### config.mk
export PLATFORM = sky130hd
export DESIGN_NAME = mul_product_accumulator
export DESIGN_NICKNAME = d
export VERILOG_FILES = /design/src/rtl/mul_product_accumulator.sv
export SDC_FILE = /design/constraint.sdc
export NUM_CORES = 1
export LEC_CHECK = 0
export ABC_AREA = 1
export CAP_MARGIN = 20
export CORE_ASPECT_RATIO = 1.2
export CORE_MARGIN = 2
export CORE_UTILIZATION = 35
export DETAILED_ROUTE_END_ITERATION = 10
export PLACE_DENSITY = 0.67
export SYNTH_ARGS = -nofsm -noshare
export SYNTH_HDL_FRONTEND = slang
export SYNTH_SLANG_ARGS = --single-unit
### constraint.sdc
create_clock -name clk -period 2.9 [get_ports clk]
set_input_delay 0.29 -clock clk [delete_from_list [all_inputs] [get_ports clk]]
set_output_delay 0.29 -clock clk [all_outputs]
set_load 0.02 [all_outputs]
### src/rtl/mul_product_accumulator.sv
`default_nettype none
// ============================================================================
// Module   : mul_product_accumulator
// Purpose  : Sums groups of signed products from the tree multiplier into a
//            wider accumulator. A group ends on a product flagged prod_last.
//            Each finished sum is held in a 1-deep valid/ready output buffer
//            together with the group's term count and a sticky signed
//            overflow flag.
// Revision : 1.0 - initial release
// ----------------------------------------------------------------------------
// Ports
//   clk         in   1       rising-edge clock
//   reset       in   1       synchronous, active-low
//   en          in   1       global enable; 0 freezes all state
//   prod_valid  in   1       prod_in / prod_last valid this cycle
//   prod_in     in   PROD_W  signed product
//   prod_last   in   1       final term of the current group
//   in_ready    out  1       a product is accepted this cycle if valid
//   out_valid   out  1       output buffer holds a finished group
//   out_ready   in   1       downstream takes the result this cycle
//   acc_out     out  ACC_W   signed group sum
//   term_count  out  CNT_W   products in the group (saturating)
//   overflow    out  1       signed overflow seen anywhere in the group
// ============================================================================
module mul_product_accumulator #(
  parameter int PROD_W = 64,
  parameter int ACC_W  = 72,
  parameter int CNT_W  = 8
) (
  input  logic                     clk,
  input  logic                     reset,
  input  logic                     en,
  input  logic                     prod_valid,
  input  logic signed [PROD_W-1:0] prod_in,
  input  logic                     prod_last,
  output logic                     in_ready,
  output logic                     out_valid,
  input  logic                     out_ready,
  output logic signed [ACC_W-1:0]  acc_out,
  output logic        [CNT_W-1:0]  term_count,
  output logic                     overflow
);

  // Running group state
  logic signed [ACC_W-1:0] r_acc;
  logic        [CNT_W-1:0] r_cnt;
  logic                    r_ovf;

  // Output buffer
  logic                    r_out_valid;
  logic signed [ACC_W-1:0] r_acc_out;
  logic        [CNT_W-1:0] r_term_count;
  logic                    r_overflow;

  // Handshake and datapath
  logic                    w_in_ready;
  logic                    w_accept;
  logic                    w_take;
  logic signed [ACC_W-1:0] w_ext;
  logic signed [ACC_W-1:0] w_sum;
  logic                    w_ovf_step;
  logic        [CNT_W-1:0] w_cnt_next;

  // The buffer can take a new result when empty or being drained this cycle.
  assign w_in_ready = en & (~r_out_valid | out_ready);
  assign w_accept   = w_in_ready & prod_valid;
  assign w_take     = en & r_out_valid & out_ready;

  // Sign extension; the equal-width case needs no replication term.
  generate
    if (ACC_W > PROD_W) begin : g_ext_wide
      assign w_ext = {{(ACC_W-PROD_W){prod_in[PROD_W-1]}}, prod_in};
    end else begin : g_ext_equal
      assign w_ext = prod_in;
    end
  endgenerate

  assign w_sum = r_acc + w_ext;

  // Overflow: operands agree in sign but the wrapped sum does not.
  assign w_ovf_step = (r_acc[ACC_W-1] == w_ext[ACC_W-1]) &&
                      (w_sum[ACC_W-1] != r_acc[ACC_W-1]);

  // Saturating increment of the term counter.
  assign w_cnt_next = (r_cnt == {CNT_W{1'b1}}) ? r_cnt : r_cnt + 1'b1;

  always_ff @(posedge clk) begin
    if (!reset) begin
      r_acc        <= '0;
      r_cnt        <= '0;
      r_ovf        <= 1'b0;
      r_out_valid  <= 1'b0;
      r_acc_out    <= '0;
      r_term_count <= '0;
      r_overflow   <= 1'b0;
    end else if (en) begin
      if (w_accept) begin
        if (prod_last) begin
          // Close the group: publish the result and restart accumulation.
          r_acc_out    <= w_sum;
          r_term_count <= w_cnt_next;
          r_overflow   <= r_ovf | w_ovf_step;
          r_acc        <= '0;
          r_cnt        <= '0;
          r_ovf        <= 1'b0;
        end else begin
          r_acc <= w_sum;
          r_cnt <= w_cnt_next;
          r_ovf <= r_ovf | w_ovf_step;
        end
      end

      // A new result loading in the same cycle as a take keeps valid high.
      if (w_accept && prod_last) begin
        r_out_valid <= 1'b1;
      end else if (w_take) begin
        r_out_valid <= 1'b0;
      end
    end
  end

  assign in_ready   = w_in_ready;
  assign out_valid  = r_out_valid;
  assign acc_out    = r_acc_out;
  assign term_count = r_term_count;
  assign overflow   = r_overflow;

endmodule
`default_nettype wire

==> results of run 1 <==
==> worst min-delay path, delay by kind of cell, from the launching register on <==
| kind | cells | cell delay [ns] |
|---|---|---|
| flip-flops | 1 | 0.31 |
| AND/OR/NAND/NOR | 2 | 0.10 |
==> cell type report <==
class	count	area [sq um]	share of cell area
multi-input cells	1405	7080	0.487
clock buffers	18	439	0.0302
inverters	300	1130	0.0774
flip-flops and latches	163	3260	0.224
well taps	450	563	0.0387
clock inverters	14	118	0.00808
repair buffers	205	1960	0.135
==> final timing paths <==
path | end | cells after the start | slack (ns) | start
setup / recovery | r_acc[61] | 11 | 0.49 | r_acc[44]
setup reg to reg | r_acc[61] | 11 | 0.49 | r_acc[44]
hold / removal | acc_out[45] | 2 | 0.45 | acc_out[45]
hold reg to reg | acc_out[45] | 2 | 0.45 | acc_out[45]
==> registers in the layout, indices dropped and copies added (netlist names) <==
signal,cells
term_count,8
acc_out,72
r_cnt,8
overflow,1
out_valid,1
r_ovf,1
r_acc,72
==> cells in the mapped netlist (4+ instances only) <==
cell / number
inv_2: 7
nor2_1: 140
nand3_2: 8
nor2_2: 13
nor3_1: 10
a21oi_1: 160
inv_1: 292
ha_1: 72
o21bai_1: 6
xnor2_1: 9
xor2_1: 33
nand2_1: 682
dfxtp_1: 163
buf_2: 15
buf_1: 4
clkbuf_1: 17
o21ai_0: 46
nand3_1: 115
a21oi_2: 4
nand2_2: 25
nor4_1: 10
nand3b_1: 4
or2_1: 5
a22o_1: 39
==> metrics by stage <==
| step | power, uW | cells | setup slack [ns] | hold slack, ns | util |
|---|---|---|---|---|---|
| 3_3_place_gp | 3920 | 2523 | 0.0799 | 0.440 | 0.424 |
| 6_report | 6100 | 2555 | 0.491 | 0.454 | 0.441 |
| 5_1_grt | 6380 | 2555 | 0.265 | 0.466 | 0.441 |
| 3_5_place_dp | 3930 | 2523 | 0.0353 | 0.444 | 0.424 |
| 4_1_cts | 6140 | 2555 | 0.470 | 0.456 | 0.441 |
| 2_1_floorplan | 3320 | 1906 | 0.908 | 0.448 | - |
==> routing by layer <==
layer,part of all wire,global-route usage,routed length [um]
met2,0.50,0.451,21300
met5,0,0,0
met4,0.048,0.122,2060
met1,0.41,0.282,17700
met3,0.036,0.0292,1550
==> cell families after synthesis <==
logic type,synth area share
flops,0.280
buf+inv,0.112
simple gates,0.365
compound gates,0.133
xor+xnor,0.0316
fa+ha+maj,0.0791
==> power groups by stage <==
stage | logic (uW) | registers (uW) | clock network, uW
after floorplan | 819 | 2500 | 0
after global placement | 1470 | 2450 | 0
after detailed placement | 1480 | 2450 | 0
after CTS | 1490 | 2400 | 2250
after global routing | 1630 | 2410 | 2340
final | 1480 | 2400 | 2220
==> flow_summary.toml, run 1 <==
[floorplan]
rows = 73
die_w_um = 171
initial_utilization = 0.353
core-area_sq_mm = 0.0330
die_y_um = 204
ios = 153
die_area_sq_mm = 0.0348

[synth]
yosysUniqueCellTypes = 39
synth_fp_nets = 2049
syn_area_sq_mm = 0.0116
synth_top_area_share = 0.280
synth_flop_cell = "dfxtp_1"
async_flop_share = 0
ys_seq_area_frac = 0.280
synth_edf_count = 0
ys_ff_latch = 163
synthCells = 1906
syn_area_per_cell_sq_um = 6.11
yosys_warnings = 0
synth_top_cell_by_area = "dfxtp_1"
synth_area_leaders = "dfxtp_1 28%, nand2_1 22%, inv_1 9.4%"

[power]
ir_worst_vdd_v = 0.000306
power_frac_comb = 0.242
p_int_uw = 4040
power.switching_uw = 2060
p_leak_uw = 0.00694
clock_power_share = 0.364
p_per_area_mw_per_mm2 = 419
seqPwrFrac = 0.394
switching_share = 0.338

[finish]
fillers = 3501
final_cell_mix = "682 x nand2_1, 292 x inv_1, 163 x dfxtp_1"
nNetsFinal = 2235
layout_commonest_cell = "nand2_1"
drive_gt1_frac = 0.0713
area_delta_synth_final_pct = 24.9
diodes = 0
fin_area_sq_mm = 0.0145

[clocking]
ctsResizeCount = 0
cts_setup_buffers = 0
htree_levels = 4
cts_sinks = 163
cts_tree = "done"
path_clk_slew_ns = 0.07
numCtsBuffers = 17
clock_insertion_delay_worst_skew_ns = 0.44
holdBufCountCts = 0
cts.path.max_buffers = 2
cts-root-buf = "clkbuf_16"

[sta]
slew_headroom = 0.297
rsz0062_at_grt = "false"
maxSlewViolCount = 0
finalClockSkew_ns = 0.0188
fmax_mhz = 415
finalHoldViolCount = 0
period_share = 0.831
tightest_slew_ns = 1.05
setup_tns_ns = 0
period_minus_slack_ns = 2.41
setup_viol = 0

[worst_setup_path]
crit_required_ns = 3.18
slowest_stage = "a21oi_1"
end_kind = "flop"
crit_family = "compound AO/OA/AOI/OAI gates"
crit_type = "reg -> reg"
critPathArrivalTime_ns = 2.69
path_max_fanout = 6
cp_cell_sequence = "ha_1 > a21oi_1 > o21ai_0 > inv_1 > nand2_1 > inv_1 > nand2_1 > a21oi_1 > nand3_1 > nand3_1 > a21oi_1"
critPathMaxStageDelay_ns = 0.36
crit_top_cell = "a21oi_1"
path_buf_inv = 2
startpoint_type = "flop"

[route]
drcViolationCount = 0
wirelength_um = 42600
ant_nets = 0
drt-initial-drc-count = 753
vias = 12300
avgRoutedWirePerCell_um = 16.7
viasPerCell = 4.83
firstDrtPassIters = 6

[placed_design]
dpl_cell_area_sq_mm = 0.0140
dpl.hpwl_um = 34600
port_buffers = 152
gp_congestion = 0.965

[global_routing]
grt_util_all_layers = 0.247
overflow = 0
antenna_found_initial = 0
grt_pass1_wl_um = 65400
grt_pass1_vias = 12200
grt_max_degree = 82

[min_path]
worstHoldPathType = "reg -> reg"

[status]
status = "complete, no violations"

[flow_run]
drv_cap = 0
No activity file was read; power rests on OpenSTA's default activity.
==> inputs of run 2 (changes only) <==
--- a/config.mk
+++ b/config.mk
@@ -11,7 +11,7 @@
 export CORE_MARGIN = 2
 export CORE_UTILIZATION = 35
 export DETAILED_ROUTE_END_ITERATION = 10
-export PLACE_DENSITY = 0.67
+export PLACE_DENSITY = 0.69
 export SYNTH_ARGS = -nofsm -noshare
 export SYNTH_HDL_FRONTEND = slang
 export SYNTH_SLANG_ARGS = --single-unit
==> constraint.sdc (replaced) <==
create_clock -name clk -period 1.9 [get_ports clk]
set_input_delay 0.19 -clock clk [delete_from_list [all_inputs] [get_ports clk]]
set_output_delay 0.19 -clock clk [all_outputs]
set_load 0.02 [all_outputs]
==> flow_summary.toml, run 2 (synthesis results as in run 1) <==
[status]
status = "finished, violations left"
failed_checks = "setup timing"

[floorplan]
die_y_um = 204
die_area_sq_mm = 0.0348
die_w_um = 171
rows = 73
ios = 153
core-area_sq_mm = 0.0330
initial_utilization = 0.353

[sta]
slew_headroom = 0.555
maxSlewViolCount = 0
setup_viol = 122
finalHoldViolCount = 0
finalClockSkew_ns = 0.0200
fmax_mhz = 461
tightest_slew_ns = 0.667
rsz0062_at_grt = "true"
period_share = 1.14
setup_slack_ns = -0.271
period_minus_slack_ns = 2.17

[global_routing]
antenna_found_initial = 0
met2_usage = 0.494
grt_util_all_layers = 0.266
grt_max_degree = 82
grt_pass1_vias = 13900
busiest_layer = "met2"
overflow = 0
met1_usage = 0.289
met3_usage = 0.0323
grt_pass1_wl_um = 71400

[worst_setup_path]
critPathArrivalTime_ns = 2.48
reg2reg_from = "r_acc[9]"
crit_required_ns = 2.21
path_max_fanout = 4
path_buf_inv = 1
critPathMaxStageDelay_ns = 0.34
end_kind = "flop"
crit_type = "reg -> reg"
slowest_stage = "dfxtp_2"
startpoint_type = "flop"
crit_top_cell = "nand2_2"
crit_family = "simple AND/OR/NAND/NOR gates"
rr_worst_depth = 15
r2r-end = "r_acc[70]"
rrSetupSlack_ns = -0.27
cp_cell_sequence = "ha_4 > nand2_2 > nor2_2 > buf_4 > nand2_1 > nor2_1 > nand2_2 > nand3_2 > nand2_2 > nand2_4 > nand2_4 > nand2_2 > nand2_2 > nand3_2 > a21oi_2"

[min_path]
min_to = "out_valid"
worstHoldPathType = "in -> reg"
hold_start = "out_ready"
hold_depth = 4

[placed_design]
dpl.hpwl_um = 34200
gp_congestion = 0.991
port_buffers = 152
dpl_cell_area_sq_mm = 0.0153

[clocking]
htree_levels = 4
cts_tree = "done"
holdBufCountCts = 0
clock_insertion_delay_worst_skew_ns = 0.45
numCtsBuffers = 17
cts_sinks = 163
cts.path.max_buffers = 2
path_clk_slew_ns = 0.07
cts-root-buf = "clkbuf_16"

[finish]
fin_area_sq_mm = 0.0203
layout_commonest_cell = "nand2_1"
final_cell_mix = "449 x nand2_1, 235 x inv_1, 231 x buf_4"
final_util = 0.616
area_delta_synth_final_pct = 74.5
drive_gt1_frac = 0.452
nNetsFinal = 2462
diodes = 0

[power]
p_leak_uw = 0.00933
total_power_uw = 11100
p_per_area_mw_per_mm2 = 546
ir_worst_vdd_v = 0.000583

[route]
avgRoutedWirePerCell_um = 17.6
wirelength_um = 48800
firstDrtPassIters = 6
vias = 14000
drt-initial-drc-count = 905
ant_nets = 0
viasPerCell = 5.02
drcViolationCount = 0

[flow_run]
drv_cap = 0
run 2: cell count changes in the layout (fill, tap and decap cells not counted), sizes merged:
cell           change
buf              +227
clkdlybuf4s50      -1
clkbuf             +2
clkinv             -2
inv                -4
dlygate4sd2        +1
bufinv             +3
run 2: metrics by stage:
step	setup TNS [ns]	instances	setup slack, ns	hold slack [ns]
floorplan	0	1906	0.00330	0.380
global placement	-75.50	2689	-0.805	0.438
detailed placement	-77.18	2689	-0.805	0.439
CTS	-12.25	2741	-0.241	0.409
global route	-28.49	2781	-0.379	0.462
finish	-16.57	2781	-0.271	0.423
run 2: worst max path at each step:
stage / from / to / slack [ns] / cells past startpoint
after floorplan: r_acc[0] / r_acc[30] / 0.003 / 15
after global placement: prod_in[63] / r_acc[65] / -0.81 / 13
after detailed placement: prod_in[63] / r_acc[70] / -0.81 / 13
after CTS: r_acc[0] / r_acc[38] / -0.24 / 15
after global routing: r_acc[61] / r_acc[70] / -0.38 / 13
final: r_acc[9] / r_acc[70] / -0.27 / 15
run 2: final cells by class:
class                   instances  area (sq um)
well taps                     450           563
inverters                     300          1140
clock buffers                  20           447
clock inverters                11           154
flip-flops and latches        163          3330
repair buffers                432          3890
fillers                      2768         12600
multi-input cells            1405         10800
run 2: report_power, final:
part	switching [uW]	internal, uW
sequential	120	3580
combinational	2030	1670
clock	1580	2110
run 2: tightest hold or removal path, cell delays in order:
cell and delay [ns]:
clkdlybuf4s50_1 0.45, nand2_1 0.06, nand2_1 0.06, a21oi_1 0.05
run 2: timing repair:
item	in CTS	in global routing
pin swaps	120	175
buffers inserted	22	46
endpoints found under the setup margin	122	140
resized for setup	580	367
gates cloned	1	0
run 2: metal layers:
layer	up-vias	wire length, um
met4	0	3050
met2	441	25100
li1	6802	-
met1	6551	18900
met3	158	1830
met5	-	0
